==> src/rtl/mixer_pkg.sv <==
// Constants and the detent direction encoding shared by the mixer top level and its channels.
package mixer_pkg;

    localparam int CH_IDX_W = 3;
    localparam int MAX_CH   = 8;

    typedef enum logic {
        DIR_UP   = 1'b0,
        DIR_DOWN = 1'b1
    } dir_e;

endpackage

==> src/rtl/mixer_channel.sv <==
// One mixer channel: encoder synchronisers and debouncers, detent decoding,
// the level register with direct-write override, and the PWM duty shadow.
module mixer_channel
    import mixer_pkg::*;
#(
    parameter int WIDTH    = 8,
    parameter int HIST_LEN = 8,
    parameter int STEP     = 1,
    parameter bit SATURATE = 1'b1
) (
    input  logic             clk,
    input  logic             reset,
    input  logic             i_encA,
    input  logic             i_encB,
    input  logic             i_debStrobe,
    input  logic             i_loadEn,
    input  logic [WIDTH-1:0] i_loadValue,
    input  logic             i_dutyLatch,
    output logic [WIDTH-1:0] o_level,
    output logic [WIDTH-1:0] o_duty
);

    localparam logic [WIDTH:0] STEP_X = (WIDTH + 1)'(STEP);

    logic [1:0]          r_sync [2];
    logic [HIST_LEN-1:0] r_hist [2];
    logic [1:0]          r_deb;
    logic                r_debAPrev;
    logic [WIDTH-1:0]    r_level;
    logic [WIDTH-1:0]    r_duty;
    logic [1:0]          w_raw;
    logic                w_detent;
    dir_e                w_dir;
    logic [WIDTH:0]      w_sum;
    logic [WIDTH:0]      w_diff;
    logic [WIDTH-1:0]    w_next;

    assign w_raw    = {i_encB, i_encA};
    assign w_detent = r_deb[0] & ~r_debAPrev;
    assign w_dir    = dir_e'(r_deb[1]);
    assign w_sum    = {1'b0, r_level} + STEP_X;
    assign w_diff   = {1'b0, r_level} - STEP_X;

    // Index 0 is contact A, index 1 is contact B; the debounced bit only moves on a unanimous history.
    always_ff @(posedge clk) begin
        if (reset) begin
            for (int i = 0; i < 2; i++) begin
                r_sync[i] <= '0;
                r_hist[i] <= '0;
            end
            r_deb      <= '0;
            r_debAPrev <= 1'b0;
        end else begin
            for (int i = 0; i < 2; i++) begin
                r_sync[i] <= {r_sync[i][0], w_raw[i]};
                if (i_debStrobe) begin
                    r_hist[i] <= {r_hist[i][HIST_LEN-2:0], r_sync[i][1]};
                end
                if (&r_hist[i]) begin
                    r_deb[i] <= 1'b1;
                end else if (~|r_hist[i]) begin
                    r_deb[i] <= 1'b0;
                end
            end
            r_debAPrev <= r_deb[0];
        end
    end

    // Bit WIDTH of the widened sum/difference flags overflow or borrow.
    always_comb begin
        w_next = r_level;
        if (w_detent) begin
            if (w_dir == DIR_UP) begin
                w_next = (SATURATE && w_sum[WIDTH]) ? '1 : w_sum[WIDTH-1:0];
            end else begin
                w_next = (SATURATE && w_diff[WIDTH]) ? '0 : w_diff[WIDTH-1:0];
            end
        end
    end

    always_ff @(posedge clk) begin
        if (reset) begin
            r_level <= '0;
            r_duty  <= '0;
        end else begin
            r_level <= i_loadEn ? i_loadValue : w_next;
            if (i_dutyLatch) begin
                r_duty <= r_level;
            end
        end
    end

    assign o_level = r_level;
    assign o_duty  = r_duty;

endmodule

==> src/rtl/multi_channel_mixer.sv <==
// Multi-channel rotary-encoder mixer: per-channel levels set by quadrature detents
// or direct writes, each rendered as a glitch-free, optionally phase-staggered PWM.
module multi_channel_mixer
    import mixer_pkg::*;
#(
    parameter int NUM_CH    = 3,
    parameter int WIDTH     = 8,
    parameter int HIST_LEN  = 8,
    parameter int DEB_DIV_W = 8,
    parameter int PWM_DIV_W = 4,
    parameter int STEP      = 1,
    parameter bit SATURATE  = 1'b1,
    parameter bit STAGGER   = 1'b1
) (
    input  logic                    clk,
    input  logic                    reset,
    input  logic [NUM_CH-1:0]       enc_a,
    input  logic [NUM_CH-1:0]       enc_b,
    input  logic                    load_valid,
    input  logic [CH_IDX_W-1:0]     load_ch,
    input  logic [WIDTH-1:0]        load_value,
    output logic [NUM_CH*WIDTH-1:0] level,
    output logic [NUM_CH-1:0]       pwm_out
);

    logic [DEB_DIV_W-1:0] r_debDiv;
    logic [PWM_DIV_W-1:0] r_pwmDiv;
    logic [WIDTH-1:0]     r_pwmCnt;
    logic [NUM_CH-1:0]    r_pwm;
    logic                 w_debStrobe;
    logic                 w_pwmStrobe;
    logic                 w_pwmWrap;
    logic [WIDTH-1:0]     w_duty [NUM_CH];
    logic [NUM_CH-1:0]    w_pwmNext;

    assign w_debStrobe = &r_debDiv;
    assign w_pwmStrobe = &r_pwmDiv;
    // Duty shadows reload only as the counter wraps, so a running period is never altered.
    assign w_pwmWrap   = w_pwmStrobe && (&r_pwmCnt);

    always_ff @(posedge clk) begin
        if (reset) begin
            r_debDiv <= '0;
            r_pwmDiv <= '0;
            r_pwmCnt <= '0;
            r_pwm    <= '0;
        end else begin
            r_debDiv <= r_debDiv + DEB_DIV_W'(1);
            r_pwmDiv <= r_pwmDiv + PWM_DIV_W'(1);
            if (w_pwmStrobe) begin
                r_pwmCnt <= r_pwmCnt + WIDTH'(1);
            end
            r_pwm <= w_pwmNext;
        end
    end

    generate
        for (genvar c = 0; c < NUM_CH; c++) begin : g_ch
            localparam logic [WIDTH-1:0] PHASE =
                STAGGER ? WIDTH'(c * ((2 ** WIDTH) / NUM_CH)) : '0;

            logic             w_loadEn;
            logic [WIDTH-1:0] w_phaseCnt;

            // Writes addressed beyond NUM_CH match no channel and are dropped.
            assign w_loadEn     = load_valid && (load_ch == CH_IDX_W'(c));
            assign w_phaseCnt   = r_pwmCnt + PHASE;
            assign w_pwmNext[c] = w_phaseCnt < w_duty[c];

            mixer_channel #(
                .WIDTH    (WIDTH),
                .HIST_LEN (HIST_LEN),
                .STEP     (STEP),
                .SATURATE (SATURATE)
            ) u_channel (
                .clk         (clk),
                .reset       (reset),
                .i_encA      (enc_a[c]),
                .i_encB      (enc_b[c]),
                .i_debStrobe (w_debStrobe),
                .i_loadEn    (w_loadEn),
                .i_loadValue (load_value),
                .i_dutyLatch (w_pwmWrap),
                .o_level     (level[c*WIDTH +: WIDTH]),
                .o_duty      (w_duty[c])
            );
        end
    endgenerate

    assign pwm_out = r_pwm;

endmodule

==> config.mk <==
export PLATFORM = sky130hd
export DESIGN_NAME = multi_channel_mixer
export DESIGN_NICKNAME = d
export VERILOG_FILES = /design/src/rtl/mixer_pkg.sv /design/src/rtl/mixer_channel.sv /design/src/rtl/multi_channel_mixer.sv
export SDC_FILE = /design/constraint.sdc
export NUM_CORES = 1
export LEC_CHECK = 0
export ABC_AREA = 1
export BUFFER_PORTS_ARGS = -buffer_cell sky130_fd_sc_hd__buf_2
export CORE_MARGIN = 4
export CORE_UTILIZATION = 50
export CTS_BUF_LIST = sky130_fd_sc_hd__clkbuf_8
export CTS_CLUSTER_DIAMETER = 120
export CTS_CLUSTER_SIZE = 40
export DETAILED_ROUTE_END_ITERATION = 16
export PLACE_DENSITY = 0.68
export SLEW_MARGIN = 20
export SYNTH_ARGS = -nofsm -noshare
export SYNTH_HDL_FRONTEND = slang
export SYNTH_SLANG_ARGS = --single-unit
==> constraint.sdc <==
create_clock -name clk -period 7.05 [get_ports clk]
set_clock_uncertainty 0.1 [all_clocks]
set_input_delay 1.0575 -clock clk [delete_from_list [all_inputs] [get_ports clk]]
set_output_delay 1.0575 -clock clk [all_outputs]
set_load 0.1 [all_outputs]
==> results.sh <==
export IMPL_yosys_area_share_xor_xnor=0.02574
export IMPL_slew_limit_headroom=0.3369
export IMPL_synth_fp_nets=1004
export IMPL_cp_required_ns=7.12
export IMPL_post_place_cells=1152
export IMPL_hold_end="g_ch[1].u_channel.r_sync[0][3]"
export IMPL_detail_route_vias_per_cell=5.076
export IMPL_initial_utilization=0.5130
export IMPL_postCtsResizedCells=0
export IMPL_clk_insertion_delay_late_ns=0.45
export IMPL_yosys_mux_area_fraction=0
export IMPL_worstSetupPathType="in2reg"
export IMPL_result_of_the_run="finished, final reports clean"
export IMPL_period_minus_slack_ns=2.960
export IMPL_finish_net_count=1039
export IMPL_worst_r2r_setup_slack_ns=4.48
export IMPL_p_leak_nw=3.574
export IMPL_globalRouteOverflowTotal=0
export IMPL_drive_gt1_frac=0.1190
export IMPL_drt_iter0_markers=347
export IMPL_clkTransAtPathRegs_ns=0.08
export IMPL_post_synth_instance_area_sq_um=7485
export IMPL_port_buffer_count=46
export IMPL_drc=0
export IMPL_async_flop_share=0
export IMPL_avgSynthCellArea_sq_um=7.862
export IMPL_p_per_area_nw_per_um2=211.5
export IMPL_top_library_cells_by_usage_in_the_layout_fill_and_taps_aside="173 x sky130_fd_sc_hd__inv_1, 128 x sky130_fd_sc_hd__nand2_1, 119 x sky130_fd_sc_hd__nor2_1"
export IMPL_drt_antenna_violating_nets=0
export IMPL_postSynthCellCount=952
export IMPL_htreeDepth=4
export IMPL_post_cts_setup_buffers=0
export IMPL_route_detailed_wl_per_inst_um=13.11
export IMPL_track_usage=0.1913
export IMPL_r2r_start="r_pwmCnt[0]"
export IMPL_number_of_global_route_vias_before_repair=5608
export IMPL_drt_pre_antenna_iters=5
export IMPL_clock_sinks=140
export IMPL_maxClockFrequency_ghz=0.3378
export IMPL_layout_cells_most_common="sky130_fd_sc_hd__inv_1"
export IMPL_ys_top_cells_by_area="sky130_fd_sc_hd__dfxtp_1 25%, sky130_fd_sc_hd__edfxtp_1 19%, sky130_fd_sc_hd__inv_1 8.5%"
export IMPL_final_setup_viol_count=0
export IMPL_timing_hold_violations_final=0
export IMPL_synth_warning_count=0
export IMPL_tritoncts="yes"
export IMPL_holdPathStages=2
export IMPL_setup_worst_path_end_class="flip-flop"
export IMPL_drv_max_cap_violation_count=0
export IMPL_antenna_cells_inserted=0
export IMPL_design_core_area_sq_um=14590
export IMPL_instances_no_fill=1184
export IMPL_worst_pin_slew_ns=0.9923
export IMPL_antenna_found_initial=0
export IMPL_synth_fa_ha_area_frac=0.05349
export IMPL_startpoint_of_the_worst_setup_timing_path="reset"
export IMPL_total_power_mw=1.739
export IMPL_synth_to_final_area_change_pct=9.829
export IMPL_n_fill_cell=1374
export IMPL_routed_wl_um=15530
export IMPL_globalplace_congestion=0.8828
export IMPL_ir_drop_mv=0.1722
export IMPL_cp_arrival_ns=3.03
export IMPL_post_synth_top_area_fraction=0.2461
export IMPL_cts_root_buf="sky130_fd_sc_hd__clkbuf_8"
export IMPL_holdCritStartpoint="g_ch[1].u_channel.r_sync[0][2]"
export IMPL_largest_family_of_logic_cells_by_synthesized_area="simple AND/OR/NAND/NOR gates"
export IMPL_boundaryPins=47
export IMPL_fp_dieW_um=130.4
export IMPL_final_min_period_over_clock_period=0.4199
export IMPL_rr_worst_depth=6
export IMPL_yosysTopAreaCell="sky130_fd_sc_hd__dfxtp_1"
export IMPL_die_y_um=130.4
export IMPL_synth_seq_cells=140
export IMPL_synth_simple_gate_area_frac=0.2407
export IMPL_synth_cell_type_count=38
export IMPL_grt_setup_unrepaired="no"
export IMPL_number_of_core_rows=44
export IMPL_grt_first_pass_wirelength_um=25950
export IMPL_synth_compound_gate_area_share=0.1267
export IMPL_cts_hold_fix_buffers=0
export IMPL_finalSetupTns_ns=0
export IMPL_critPathLaunchType="input port"
export IMPL_grt_start_max_net_pins=51
export IMPL_synth_sequential_area_ratio=0.4386
export IMPL_worst_reg2reg_endpoint="g_ch[2].u_channel.o_duty[5]"
export IMPL_detailroute_via_count=6010
export IMPL_synth_main_ff_cell="sky130_fd_sc_hd__dfxtp_1"
export IMPL_design_die_area_sq_um=16990
export IMPL_final_max_slew_viol_count=0
export IMPL_detailedPlacementHpwl_um=10910
export IMPL_cts_max_path_buffers=2
export IMPL_synth_edf_count=48
export IMPL_min_delay_path_class="reg2reg"
export IMPL_cts_buffers=17
export IMPL_cp_max_fo=50
power breakdown:
group	internal, mW	switching (mW)
Clock	0.402	0.312
Sequential	0.858	0.0213
Combinational	0.0377	0.108
Total	1.30	0.441
routing by layer:
layer	vias up	GRT usage	share of wire
met5	-	0	0
met2	136	0.3120	0.47
met4	0	0.07260	0.018
met3	21	0.05035	0.051
li1	3166	-	-
met1	2687	0.2444	0.46
kinds of logic (layout without fill, tap and decap cells):
logic type      count (synthesis)  count (layout)
simple gates                  379             379
compound gates                171             171
buf+inv                       208             256
xor+xnor                       22              22
fa+ha+maj                      32              32
flops                         140             140
registers in the layout, summed over array words and instances (netlist names):
name,flops
g_ch.u_channel.r_sync,12
g_ch.u_channel.o_duty,24
r_pwmCnt,8
g_ch.u_channel.r_debAPrev,3
g_ch.u_channel.r_hist,48
g_ch.u_channel.r_deb,6
r_pwmDiv,4
r_debDiv,8
pwm_out,3
g_ch.u_channel.o_level,24
cells in the mapped netlist (3+ instances only):
cell / instances
sky130_fd_sc_hd__a21oi_1: 71
sky130_fd_sc_hd__a31oi_1: 4
sky130_fd_sc_hd__buf_2: 11
sky130_fd_sc_hd__buf_6: 3
sky130_fd_sc_hd__clkbuf_1: 13
sky130_fd_sc_hd__dfxtp_1: 92
sky130_fd_sc_hd__edfxtp_1: 48
sky130_fd_sc_hd__ha_1: 32
sky130_fd_sc_hd__inv_1: 170
sky130_fd_sc_hd__inv_2: 4
sky130_fd_sc_hd__nand2_1: 128
sky130_fd_sc_hd__nand3_1: 56
sky130_fd_sc_hd__nand4_1: 24
sky130_fd_sc_hd__nor2_1: 119
sky130_fd_sc_hd__nor2_2: 3
sky130_fd_sc_hd__nor2_4: 23
sky130_fd_sc_hd__nor3_1: 11
sky130_fd_sc_hd__nor4_1: 4
sky130_fd_sc_hd__o211ai_1: 3
sky130_fd_sc_hd__o21ai_0: 70
sky130_fd_sc_hd__o221ai_1: 12
sky130_fd_sc_hd__o22ai_1: 5
sky130_fd_sc_hd__or2_2: 3
sky130_fd_sc_hd__xnor2_1: 3
sky130_fd_sc_hd__xor2_1: 19
through the flow:
| step | hold WS [ns] | setup slack (ns) | util | instance area (sq um) |
|---|---|---|---|---|
| final | 0.3062 | 4.090 | 0.5635 | 8220 |
| after global routing | 0.3146 | 3.905 | 0.5635 | 8220 |
| after CTS | 0.3096 | 4.091 | 0.5635 | 8220 |
| after detailed placement | 0.2955 | 3.582 | 0.5334 | 7781 |
| after global placement | 0.2961 | 3.625 | 0.5334 | 7781 |
| after floorplan | 0.2883 | 2.138 | - | 7485 |
area by class of cell:
type | count | area (sq um) | share of cell area
Clock inverter | 13 | 177.7 | 0.02161
Multi-Input combinational cell | 604 | 3354 | 0.4081
Sequential cell | 140 | 3283 | 0.3994
Clock buffer | 19 | 261.5 | 0.03181
Timing Repair Buffer | 50 | 260.3 | 0.03166
Inverter | 174 | 653.1 | 0.07945
Tap cell | 184 | 230.2 | 0.02801
how the worst max path moves through the flow:
stage / to
after floorplan: g_ch[0].u_channel.r_hist[0][0]
after global placement: g_ch[2].u_channel.r_hist[0][8]
after detailed placement: g_ch[2].u_channel.r_hist[0][9]
after CTS: g_ch[2].u_channel.r_hist[0][9]
after global routing: g_ch[2].u_channel.r_hist[0][15]
final: g_ch[2].u_channel.r_hist[0][9]
critical path: stages:
cell	delay, ns
sky130_fd_sc_hd__buf_2	0.07
sky130_fd_sc_hd__buf_4	0.38
sky130_fd_sc_hd__inv_1	0.26
sky130_fd_sc_hd__buf_4	0.34
sky130_fd_sc_hd__nand3_2	0.13
sky130_fd_sc_hd__buf_4	0.64
sky130_fd_sc_hd__nor2_1	0.09
(Power assumes the default switching activity.)
